<file path="config.mk">
export PLATFORM = sky130hd
export DESIGN_NAME = ofd_uart_tx_arbiter
export DESIGN_NICKNAME = d
export VERILOG_FILES = /design/src/rtl/ofd_arb_pkg.sv /design/src/rtl/ofd_rr_picker.sv /design/src/rtl/ofd_uart_tx_arbiter.sv
export SDC_FILE = /design/constraint.sdc
export NUM_CORES = 1
export LEC_CHECK = 0
export ABC_AREA = 1
export BUFFER_PORTS_ARGS = -buffer_cell sky130_fd_sc_hd__buf_2
export CAP_MARGIN = 20
export CORE_UTILIZATION = 32
export DETAILED_ROUTE_END_ITERATION = 6
export PLACE_DENSITY = 0.68
export SLEW_MARGIN = 20
export SYNTH_ARGS = -nofsm -noshare
export SYNTH_HDL_FRONTEND = slang
export SYNTH_HIERARCHICAL = 1
export SYNTH_SLANG_ARGS = --single-unit
</file>
<file path="constraint.sdc">
create_clock -name clk -period 1.5 [get_ports clk]
set_input_delay 0.075 -clock clk [delete_from_list [all_inputs] [get_ports clk]]
set_output_delay 0.075 -clock clk [all_outputs]
set_load 0.02 [all_outputs]
</file>
<file path="src/rtl/ofd_arb_pkg.sv">
// Shared types, constants and the round-robin scan used by the UART TX arbiter.
// OFD_ARB_HDR_EN adds the HDR state used to prefix each packet with an ID byte.
package ofd_arb_pkg;

    localparam int WAIT_HI_TIMEOUT = 4;
    localparam int MAX_REQ         = 8;

`ifdef OFD_ARB_HDR_EN
    typedef enum logic [2:0] {
        IDLE, ARB, LOAD, START, WAIT_HI, WAIT_LO, HDR
    } arb_state_t;
`else
    typedef enum logic [2:0] {
        IDLE, ARB, LOAD, START, WAIT_HI, WAIT_LO
    } arb_state_t;
`endif

    // First set index after ptr, wrapping modulo n; falls back to ptr when nothing is set.
    function automatic int rr_pick(input logic [MAX_REQ-1:0] valid, input int ptr, input int n);
        int idx;
        rr_pick = ptr;
        for (int k = MAX_REQ; k >= 1; k--) begin
            if (k <= n) begin
                idx = (ptr + k) % n;
                if (valid[idx[2:0]]) rr_pick = idx;
            end
        end
    endfunction

endpackage

</file>
<file path="src/rtl/ofd_rr_picker.sv">
// Combinational round-robin select: request vector plus last-served pointer
// gives the next index to grant and whether any request is present.
module ofd_rr_picker
    import ofd_arb_pkg::*;
#(
    parameter  int N_REQ = 4,
    localparam int IDX_W = $clog2(N_REQ)
) (
    input  logic [N_REQ-1:0] valid_i,
    input  logic [IDX_W-1:0] ptr_i,
    output logic [IDX_W-1:0] idx_o,
    output logic             found_o
);

    always_comb begin
        idx_o   = IDX_W'(rr_pick(MAX_REQ'(valid_i), int'(ptr_i), N_REQ));
        found_o = |valid_i;
    end

endmodule

</file>
<file path="src/rtl/ofd_uart_tx_arbiter.sv">
// Packet-granular round-robin arbiter sharing one UART transmitter among N_REQ
// byte streams. Define OFD_ARB_HDR_EN to prefix each packet with HDR_BASE | id.
module ofd_uart_tx_arbiter
    import ofd_arb_pkg::*;
#(
    parameter  int                N_REQ    = 4,
    parameter  int                DATA_W   = 8,
    parameter  logic [DATA_W-1:0] HDR_BASE = 8'hA0,
    localparam int                IDX_W    = $clog2(N_REQ)
) (
    input  logic                    clk,
    input  logic                    reset,
    input  logic [N_REQ-1:0]        req_valid,
    input  logic [N_REQ*DATA_W-1:0] req_data,
    input  logic [N_REQ-1:0]        req_last,
    output logic [N_REQ-1:0]        req_ready,
    output logic [IDX_W-1:0]        grant_id,
    output logic                    grant_active,
    output logic                    uart_start,
    output logic [DATA_W-1:0]       uart_data,
    input  logic                    uart_busy,
    output logic                    err_timeout
);

    localparam int CNT_W = $clog2(WAIT_HI_TIMEOUT);

    arb_state_t        state_q, state_d;
    logic [IDX_W-1:0]  grant_id_q, grant_id_d;
    logic              grant_active_q, grant_active_d;
    logic [DATA_W-1:0] uart_data_q, uart_data_d;
    logic              last_q, last_d;
    logic              err_q, err_d;
    logic [IDX_W-1:0]  rr_ptr_q, rr_ptr_d;
    logic [CNT_W-1:0]  cnt_q, cnt_d;

    logic [IDX_W-1:0]  pick_idx;
    logic              pick_found;

    ofd_rr_picker #(.N_REQ(N_REQ)) u_picker (
        .valid_i (req_valid),
        .ptr_i   (rr_ptr_q),
        .idx_o   (pick_idx),
        .found_o (pick_found)
    );

`ifndef OFD_ARB_HDR_EN
    // HDR_BASE only shapes the ID byte of the header build.
    if (HDR_BASE != '0) begin : g_hdr_base_unused
    end
`endif

    always_comb begin
        state_d        = state_q;
        grant_id_d     = grant_id_q;
        grant_active_d = grant_active_q;
        uart_data_d    = uart_data_q;
        last_d         = last_q;
        err_d          = err_q;
        rr_ptr_d       = rr_ptr_q;
        cnt_d          = cnt_q;
        req_ready      = '0;

        case (state_q)
            IDLE: begin
                if (|req_valid) state_d = ARB;
            end
            ARB: begin
                // A request that vanished before arbitration is simply dropped.
                if (pick_found) begin
                    grant_id_d     = pick_idx;
                    grant_active_d = 1'b1;
`ifdef OFD_ARB_HDR_EN
                    state_d        = HDR;
`else
                    state_d        = LOAD;
`endif
                end else begin
                    state_d = IDLE;
                end
            end
`ifdef OFD_ARB_HDR_EN
            HDR: begin
                // last_d=0 sends WAIT_LO on to LOAD for the owner's first byte.
                uart_data_d = HDR_BASE | DATA_W'(grant_id_q);
                last_d      = 1'b0;
                state_d     = START;
            end
`endif
            LOAD: begin
                req_ready[grant_id_q] = req_valid[grant_id_q];
                if (req_valid[grant_id_q]) begin
                    uart_data_d = req_data[int'(grant_id_q)*DATA_W +: DATA_W];
                    last_d      = req_last[grant_id_q];
                    state_d     = START;
                end
            end
            START: begin
                cnt_d   = '0;
                state_d = WAIT_HI;
            end
            WAIT_HI: begin
                if (uart_busy) begin
                    state_d = WAIT_LO;
                end else if (cnt_q == CNT_W'(WAIT_HI_TIMEOUT - 1)) begin
                    // Silent UART: flag it and treat the byte as sent so nothing hangs.
                    err_d   = 1'b1;
                    state_d = WAIT_LO;
                end else begin
                    cnt_d = cnt_q + 1'b1;
                end
            end
            WAIT_LO: begin
                if (!uart_busy) begin
                    if (last_q) begin
                        rr_ptr_d       = grant_id_q;
                        grant_active_d = 1'b0;
                        state_d        = IDLE;
                    end else begin
                        state_d = LOAD;
                    end
                end
            end
            default: state_d = IDLE;
        endcase
    end

    always_ff @(posedge clk or negedge reset) begin
        if (!reset) begin
            state_q        <= IDLE;
            grant_id_q     <= '0;
            grant_active_q <= 1'b0;
            uart_data_q    <= '0;
            last_q         <= 1'b0;
            err_q          <= 1'b0;
            rr_ptr_q       <= IDX_W'(N_REQ - 1);
            cnt_q          <= '0;
        end else begin
            state_q        <= state_d;
            grant_id_q     <= grant_id_d;
            grant_active_q <= grant_active_d;
            uart_data_q    <= uart_data_d;
            last_q         <= last_d;
            err_q          <= err_d;
            rr_ptr_q       <= rr_ptr_d;
            cnt_q          <= cnt_d;
        end
    end

    assign grant_id     = grant_id_q;
    assign grant_active = grant_active_q;
    assign uart_start   = (state_q == START);
    assign uart_data    = uart_data_q;
    assign err_timeout  = err_q;

endmodule

</file>
==> flow_summary.toml, run 1 <==
[sta]
hold_viol_final = 0
holdWs_ns = 0.128
slew_violations = 0
tightest_slew_ns = 0.444
fin_skew_ns = 0.0119
setup_viol = 0
min_period_ns = 1.49
max_freq_mhz = 673
grt_setup_unrepaired = "yes"
timing.final.crit_share_pct = 99.0
relSlewSlack_pct = 70.4

[yosys]
synth_most_common_cell = "nand3_1"
synth_area_leader_cell = "dfrtp_1"
yosysSeqAreaShare_pct = 32.9
synth.area.mux_share_pct = 0
yosys.area.top_type_share_pct = 29.5
synth_cells = 213
synth.area.top_cells = "dfrtp_1, nand3_1, nand2_1, nand2_2, nand4_1"
yosys.area_share.adder_pct = 0.818
synth_edf_count = 0
synth-compound-area-share_pct = 4.42
synthXorXnorAreaFrac_pct = 0
syn_avg_cell_area_sq_um = 7.18
netlist_area_sq_mm = 0.00153
ys_warn_count = 6
synth_simple_gate_area_share_pct = 52.9
synth_nets = 257
async_reset_ff_share_pct = 100
yosys-top-cells-count = "nand3_1, nand2_1, dfrtp_1"
synth.distinct_cells = 27
synth_seq_cells = 20
ys.flop_type = "dfrtp_1"
synth_top_family_by_area = "simple AND/OR/NAND/NOR gates"

[final_layout]
syn_to_final_growth_pct = 38.5
finalNonFillerCells = 337
fillers = 439
diodes = 0
fin_nets = 330
drive_gt1_share_pct = 43.2

[outcome]
status = "completed"

[route]
dr.first_iter.drc_count = 84
vias = 1691
drt-wirelength-per-cell_um = 12.3
viasPerCell = 5.02
wl_met1_um = 1720
met2_length_um = 2150
drt-total-wl_um = 4130
drc = 0
dr.pass1.iters = 6
ant_nets = 0
highest_layer = "met4"
wl_met3_um = 211

[place]
placedCellCount = 320
portBuffers = 59
routabilityCongestion = 0.817
hpwl_um = 3050

[grt]
first_global_vias = 1514
antenna_found_initial = 0
grt_first_pass_wirelength_um = 6760
grtUsageTotal_pct = 16.7
grt_max_degree = 23
overflow = 0

[clock_network]
cts_inserted_buffers = 3
htreeDepth = 1
cts_buffer_depth = 2
clock_latency_ns = 0.26
cts.sinks = 20
path_clk_slew_ns = 0.08
cts_root_buf = "clkbuf_8"
cts_tree = "done"

[setup_path]
crit_arrival_ns = 1.41
r2r_setup_slack_ns = 0.06
worstSetupEndpointType = "primary output"
critPathRequiredTime_ns = 1.42
critPathKind = "reg2out"
crit_path_max_fanout = 5
start_kind = "flop"

[floorplan]
start_util_pct = 34.2
dieArea_sq_mm = 0.00506
dieHeight_um = 71.1
rows = 24
coreArea_sq_mm = 0.00447
pin_count = 60
die_x_um = 71.1

[power_and_ir_drop]
p_per_area_mw_per_mm2 = 2010
leakage_nw = 1.10
peakVddDrop_mv = 0.761

[min_path]
min_path_type = "in2reg"

[flow_run]
timing.max_cap.violations = 0
[registers in the layout, indices dropped and copies added, names as in the netlist]
register / cells
uart_data: 8
state_q: 3
cnt_q: 2
grant_id: 2
rr_ptr_q: 2
err_timeout: 1
grant_active: 1
last_q: 1
[final cells by class]
| type | instances | area, sq um | area share [%] |
|---|---|---|---|
| clock buffer | 3 | 41.3 | 1.95 |
| clock inverter | 1 | 30.0 | 1.42 |
| inverter | 15 | 63.8 | 3.01 |
| multi-input combinational | 166 | 925 | 43.7 |
| sequential | 20 | 505 | 23.9 |
| tap | 52 | 65.1 | 3.07 |
| timing repair buffer | 80 | 487 | 23.0 |
[cells by family after synthesis]
logic type,after synthesis
and+or+nand+nor,153
buffers and inverters,27
DFF,20
AOI/OAI and AO/OA,12
adders and majority gates,1
[what timing repair did]
item,in CTS,in global routing
resized for setup,6,10
buffers inserted,8,5
hold endpoints to repair,18,0
hold buffers,1,0
pin swaps,2,1
setup endpoints to repair,4,7
[layout by cell type (no fill, tap or decap), types with 3 or more instances in the layout]
| cell type | count |
|---|---|
| nor3_4 | 4 |
| nand2_2 | 18 |
| o21ai_1 | 4 |
| dfrtp_1 | 16 |
| inv_1 | 11 |
| buf_4 | 19 |
| nand4_1 | 13 |
| nand3_1 | 55 |
| nor2_2 | 3 |
| clkbuf_8 | 3 |
| nor2_1 | 9 |
| buf_2 | 55 |
| buf_6 | 3 |
| nand2_1 | 44 |
| a21oi_1 | 5 |
[per-stage QoR]
| stage | utilization, % | setup slack [ns] | area, sq um | power (W) | TNS (ns) |
|---|---|---|---|---|---|
| after CTS | 45.5 | 0.00249 | 2040 | 0.00408 | 0 |
| after floorplan | - | 0.0347 | 1530 | 0.00278 | 0 |
| after global placement | 41.9 | 0.0588 | 1870 | 0.00331 | 0 |
| after detailed placement | 41.9 | 0.0507 | 1870 | 0.00336 | 0 |
| after global routing | 47.3 | -0.0419 | 2120 | 0.00462 | -0.215 |
| final | 47.3 | 0.0147 | 2120 | 0.00425 | 0 |
[worst max-delay path, stage by stage, from the launching register on]
cell	delay, ns
dfrtp_2	0.45
inv_4	0.08
nand2_2	0.04
nand2_2	0.07
nand2_4	0.07
nand2_8	0.08
nand2_8	0.07
nor3_2	0.12
buf_4	0.16
[path summary, 6_finish.rpt]
path                       cells after the start    startpoint           end
min in group asynchronous                      2         reset   err_timeout
setup reg to reg                              12   rr_ptr_q[0]   grant_id[0]
max in group asynchronous                      2         reset   rr_ptr_q[0]
hold reg to reg                                2  uart_data[1]  uart_data[1]
hold / removal                                 4     uart_busy   err_timeout
setup / recovery                               8   grant_id[0]  req_ready[0]
[layer usage]
layer,up-vias,GRT usage [%]
met5,-,0
met4,0,2.00
met3,8,3.70
met2,67,29.0
met1,749,21.9
li1,867,-
[report_power, final]
part	leakage, nW	switching [W]	internal, W
clock	0.0357	0.000183	0.000356
combinational	0.823	0.00168	0.00105
sequential	0.243	0.000200	0.000785
Note: power is estimated with default switching activity, not from simulation.
==> inputs of run 2 (changes only) <==
CORE_UTILIZATION = 35   (was 32)
PLACE_DENSITY = 0.73   (was 0.68)
==> run 2 against run 1 <==
Effect of this change: the flow now finishes with violations (setup timing); fmax is 3.5% lower; non-clock buffer count decreased by 4; core utilization grew 3.8 points; final area down 1.3%; sequential cell count unchanged; hold slack better by 0.0090 ns; sequential power fell by 1%; first-iteration DRC count up 25%; combinational power about the same; worst setup slack got worse by 0.054 ns; routed wire length is 3.7% higher; cell count is 1.8% lower; critical endpoint is now grant_id[1]; highest routed layer unchanged.
==> flow_summary.toml, run 2 (same netlist as run 1, synthesis figures left out) <==
[outcome]
status = "finished, violations left"
violations = "setup timing"

[final_layout]
fin_util_pct = 51.1
drive_gt1_share_pct = 42.3
syn_to_final_growth_pct = 36.7
fin_area_sq_mm = 0.00209
diodes = 0
fillers = 400
largest_reg_flops = 8
final_cell_mix = "buf_2, nand3_1, nand2_1"
layout_commonest_cell = "buf_2"
fin_nets = 326

[sta]
grt_setup_unrepaired = "yes"
timing.final.crit_share_pct = 103
tightest_slew_ns = 0.452
fin_ws_ns = -0.0392
hold_viol_final = 0
slew_violations = 0
setup_viol = 2
max_freq_mhz = 650
relSlewSlack_pct = 69.9
fin_skew_ns = 0.00302
min_period_ns = 1.54

[floorplan]
pin_count = 60
rows = 23
die_x_um = 68.1
dieHeight_um = 68.1
start_util_pct = 37.4
dieArea_sq_mm = 0.00464
coreArea_sq_mm = 0.00409

[grt]
grt_max_degree = 23
grtUsageTotal_pct = 20.0
first_global_vias = 1582
overflow = 0
antenna_found_initial = 0
grt_first_pass_wirelength_um = 6930

[place]
hpwl_um = 3080
routabilityCongestion = 0.919
portBuffers = 59
place_ws_ns = 0.0275
dpl_cell_area_sq_mm = 0.00186

[clock_network]
cts_buffer_depth = 2
clock_latency_ns = 0.26
cts.sinks = 20
cts_root_buf = "clkbuf_8"
cts_inserted_buffers = 3
path_clk_slew_ns = 0.08
htreeDepth = 1
cts_tree = "done"

[setup_path]
crit_path_max_fanout = 6
crit_arrival_ns = 1.68
critPathRequiredTime_ns = 1.64
start_kind = "flop"
critPathKind = "reg2reg"
worstSetupEndpointType = "flop"

[route]
drc = 0
drt-wirelength-per-cell_um = 12.9
dr.pass1.iters = 6
viasPerCell = 5.25
dr.first_iter.drc_count = 105
drt-total-wl_um = 4280
ant_nets = 0
vias = 1739

[power_and_ir_drop]
peakVddDrop_mv = 0.984
leakage_nw = 1.09
p_per_area_mw_per_mm2 = 1970
p_total_w = 0.00412

[min_path]
min_path_type = "in2reg"

[flow_run]
timing.max_cap.violations = 0
-- run 2: where the power goes --
| part | switching [W] | internal, W | total, W | leakage [nW] |
|---|---|---|---|---|
| Sequential | 0.000195 | 0.000780 | 0.000974 | 0.245 |
| Clock | 0.000180 | 0.000234 | 0.000413 | 0.0288 |
| Combinational | 0.00171 | 0.00102 | 0.00273 | 0.818 |
| Total | 0.00209 | 0.00203 | 0.00412 | 1.09 |
-- run 2: routing by layer --
metal  wire length [um]  vias to the layer above  share of wire, %  GRT usage, %
li1                   -                      860                 -             -
met1               1750                      817                41          21.8
met2               2260                       58                53          37.3
met3                232                        4               5.4          5.00
met4                 48                        0               1.1          6.25
met5                  0                        -                 0             0
-- run 2: final timing paths --
kind,from,slack (ns),cells past startpoint,end
min in group asynchronous,reset,0.29,2,cnt_q[1]
hold / removal,uart_busy,0.14,4,err_timeout
setup reg to reg,rr_ptr_q[0],-0.04,10,grant_id[1]
max in group asynchronous,reset,0.87,2,rr_ptr_q[1]
hold reg to reg,err_timeout,0.48,1,err_timeout
setup / recovery,rr_ptr_q[0],-0.04,10,grant_id[1]
-- run 2: through the flow --
| step | std cells | setup TNS, ns | hold slack, ns |
|---|---|---|---|
| 6_report | 331 | -0.0473 | 0.137 |
| 5_1_grt | 331 | -0.592 | 0.142 |
| 4_1_cts | 326 | 0 | 0.129 |
| 3_5_place_dp | 317 | 0 | 0.0543 |
| 3_3_place_gp | 317 | 0 | 0.0449 |
| 2_1_floorplan | 213 | 0 | -0.221 |
-- run 2: cell type report --
cell class	count	area (sq um)	area share, %
Multi-Input combinational cell	166	941	45.0
Clock buffer	4	55.1	2.63
Timing Repair Buffer	76	467	22.3
Tap cell	50	62.6	2.99
Inverter	15	61.3	2.93
Sequential cell	20	503	24.1
-- run 2: timing repair --
item                                   in CTS  in global routing
endpoints found under the hold margin      18                  0
resized for setup                           6                 14
buffers inserted                            5                  5
setup endpoints to repair                   4                  7
hold buffers                                1                  0
pin swaps                                   2                  1
-- run 2: critical path, cell delays in order (launching register included) --
cell and delay (ns):
dfstp_2 0.56, buf_12 0.12, nand2_1 0.07, o21ai_1 0.13, nand2_1 0.09, nand2_1 0.10, inv_2 0.05, nand3_1 0.07
nand2_1 0.06, nor2_1 0.12, a21oi_1 0.05
==> inputs of run 3 (changes only) <==
CAP_MARGIN = 0   (was 20)
RECOVER_POWER = 25   (was unset)
==> run 3 against run 2 <==
Effect of this change: critical endpoint unchanged; register-to-register slack is essentially flat; sequential cell count is the same; die area is the same; the flow still finishes with violations (setup timing); largest power group unchanged.
==> flow_summary.toml, run 3 (same netlist as run 1, synthesis figures left out) <==
[grt]
first_global_vias = 1582
grt_first_pass_wirelength_um = 6930
overflow = 0
antenna_found_initial = 0
grt_max_degree = 23
grtUsageTotal_pct = 20.0

[sta]
holdWs_ns = 0.137
setup_viol = 2
min_period_ns = 1.54
tightest_slew_ns = 1.09
fin_skew_ns = 0.00290
grt_setup_unrepaired = "yes"
fin_ws_ns = -0.0392
relSlewSlack_pct = 27.2
hold_viol_final = 0
timing.final.crit_share_pct = 103
max_freq_mhz = 650
slew_violations = 0

[power_and_ir_drop]
leakage_nw = 1.09
p_per_area_mw_per_mm2 = 1970
p_total_w = 0.00412
peakVddDrop_mv = 0.985

[min_path]
min_path_type = "in2reg"

[final_layout]
diodes = 0
final_cell_mix = "buf_2, nand3_1, nand2_1"
fin_nets = 326
drive_gt1_share_pct = 42.0
multi_input_comb_area_sq_um = 941
largest_reg_flops = 8
syn_to_final_growth_pct = 36.6
finalNonFillerCells = 331
fin_util_pct = 51.1
fillers = 401
register_area_sq_um = 503
layout_commonest_cell = "buf_2"

[setup_path]
crit_path_max_fanout = 6
crit_arrival_ns = 1.68
critPathRequiredTime_ns = 1.64
cp_common_cell = "nand2_1"
crit_path_cell_trace = "buf_12 > nand2_1 > o21ai_1 > nand2_1 > nand2_1 > inv_2 > nand3_1 > nand2_1 > nor2_1 > a21oi_1"
start_kind = "flop"
critPathKind = "reg2reg"
max_stage_delay_ns = 0.56
slowest_stage = "dfstp_2"
worstSetupEndpointType = "flop"

[floorplan]
start_util_pct = 37.4
coreArea_sq_mm = 0.00409
die_x_um = 68.1
dieArea_sq_mm = 0.00464
pin_count = 60
rows = 23
dieHeight_um = 68.1

[clock_network]
clock_latency_ns = 0.26
htreeDepth = 1
cts_tree = "done"
path_clk_slew_ns = 0.08
cts.sinks = 20
cts_root_buf = "clkbuf_8"
cts_buffer_depth = 2
cts_inserted_buffers = 3

[route]
dr.pass1.iters = 6
dr.first_iter.drc_count = 105
drc = 0
drt-total-wl_um = 4280
ant_nets = 0
vias = 1739
viasPerCell = 5.25
drt-wirelength-per-cell_um = 12.9

[outcome]
status = "finished, violations left"
violations = "setup timing"

[place]
hpwl_um = 3080
place_ws_ns = 0.0275
placedCellCount = 317
routabilityCongestion = 0.919
portBuffers = 59

[flow_run]
timing.max_cap.violations = 0
[run 3: final cells by class]
| class | instances | share of cell area (%) |
|---|---|---|
| Clock buffer | 4 | 2.64 |
| Tap cell | 50 | 3.00 |
| Sequential cell | 20 | 24.1 |
| Inverter | 15 | 2.94 |
| Timing Repair Buffer | 76 | 22.3 |
| Multi-Input combinational cell | 166 | 45.1 |
[run 3: power by group]
| part | switching, W | internal (W) |
|---|---|---|
| registers | 0.000195 | 0.000780 |
| clock network | 0.000180 | 0.000234 |
| logic | 0.00171 | 0.00102 |
[run 3: per-layer routing]
metal  GRT usage [%]  routed length [um]  share of wire [%]
met1            21.8                1740                 41
met2            37.3                2260                 53
met3            5.00                 232                5.4
met4            6.25                  48                1.1
met5               0                   0                  0
[run 3: path summary, 6_finish.rpt]
path	slack (ns)	from	cells after the start	endpoint
worst max-delay path	-0.04	rr_ptr_q[0]	10	grant_id[1]
worst min-delay path	0.14	uart_busy	4	err_timeout
worst max register to register	-0.04	rr_ptr_q[0]	10	grant_id[1]
worst min register to register	0.48	err_timeout	1	err_timeout
max in group asynchronous	0.31	reset	2	uart_data[4]
min in group asynchronous	0.53	reset	2	uart_data[7]
[run 3: worst max-delay path: cells and delay by family, from the launching register on]
kind	cells	cell delay, ns
AO/OA/AOI/OAI	2	0.18
AND/OR/NAND/NOR	6	0.51
buffers and inverters	2	0.17
flip-flops	1	0.56
[run 3: timing repair]
item | 4_1_cts | 5_1_grt
resized for setup | 6 | 14
hold buffers | 1 | 0
endpoints found under the setup margin | 4 | 7
buffers inserted | 5 | 5
gates cloned | 0 | 0
pin swaps | 2 | 1
hold endpoints to repair | 18 | 0
[run 3: through the flow]
stage / cell area (sq um) / TNS [ns]
3_3_place_gp: 1860 / 0
4_1_cts: 1980 / 0
5_1_grt: 2090 / -0.592
6_report: 2090 / -0.0473
3_5_place_dp: 1860 / 0
2_1_floorplan: 1530 / 0
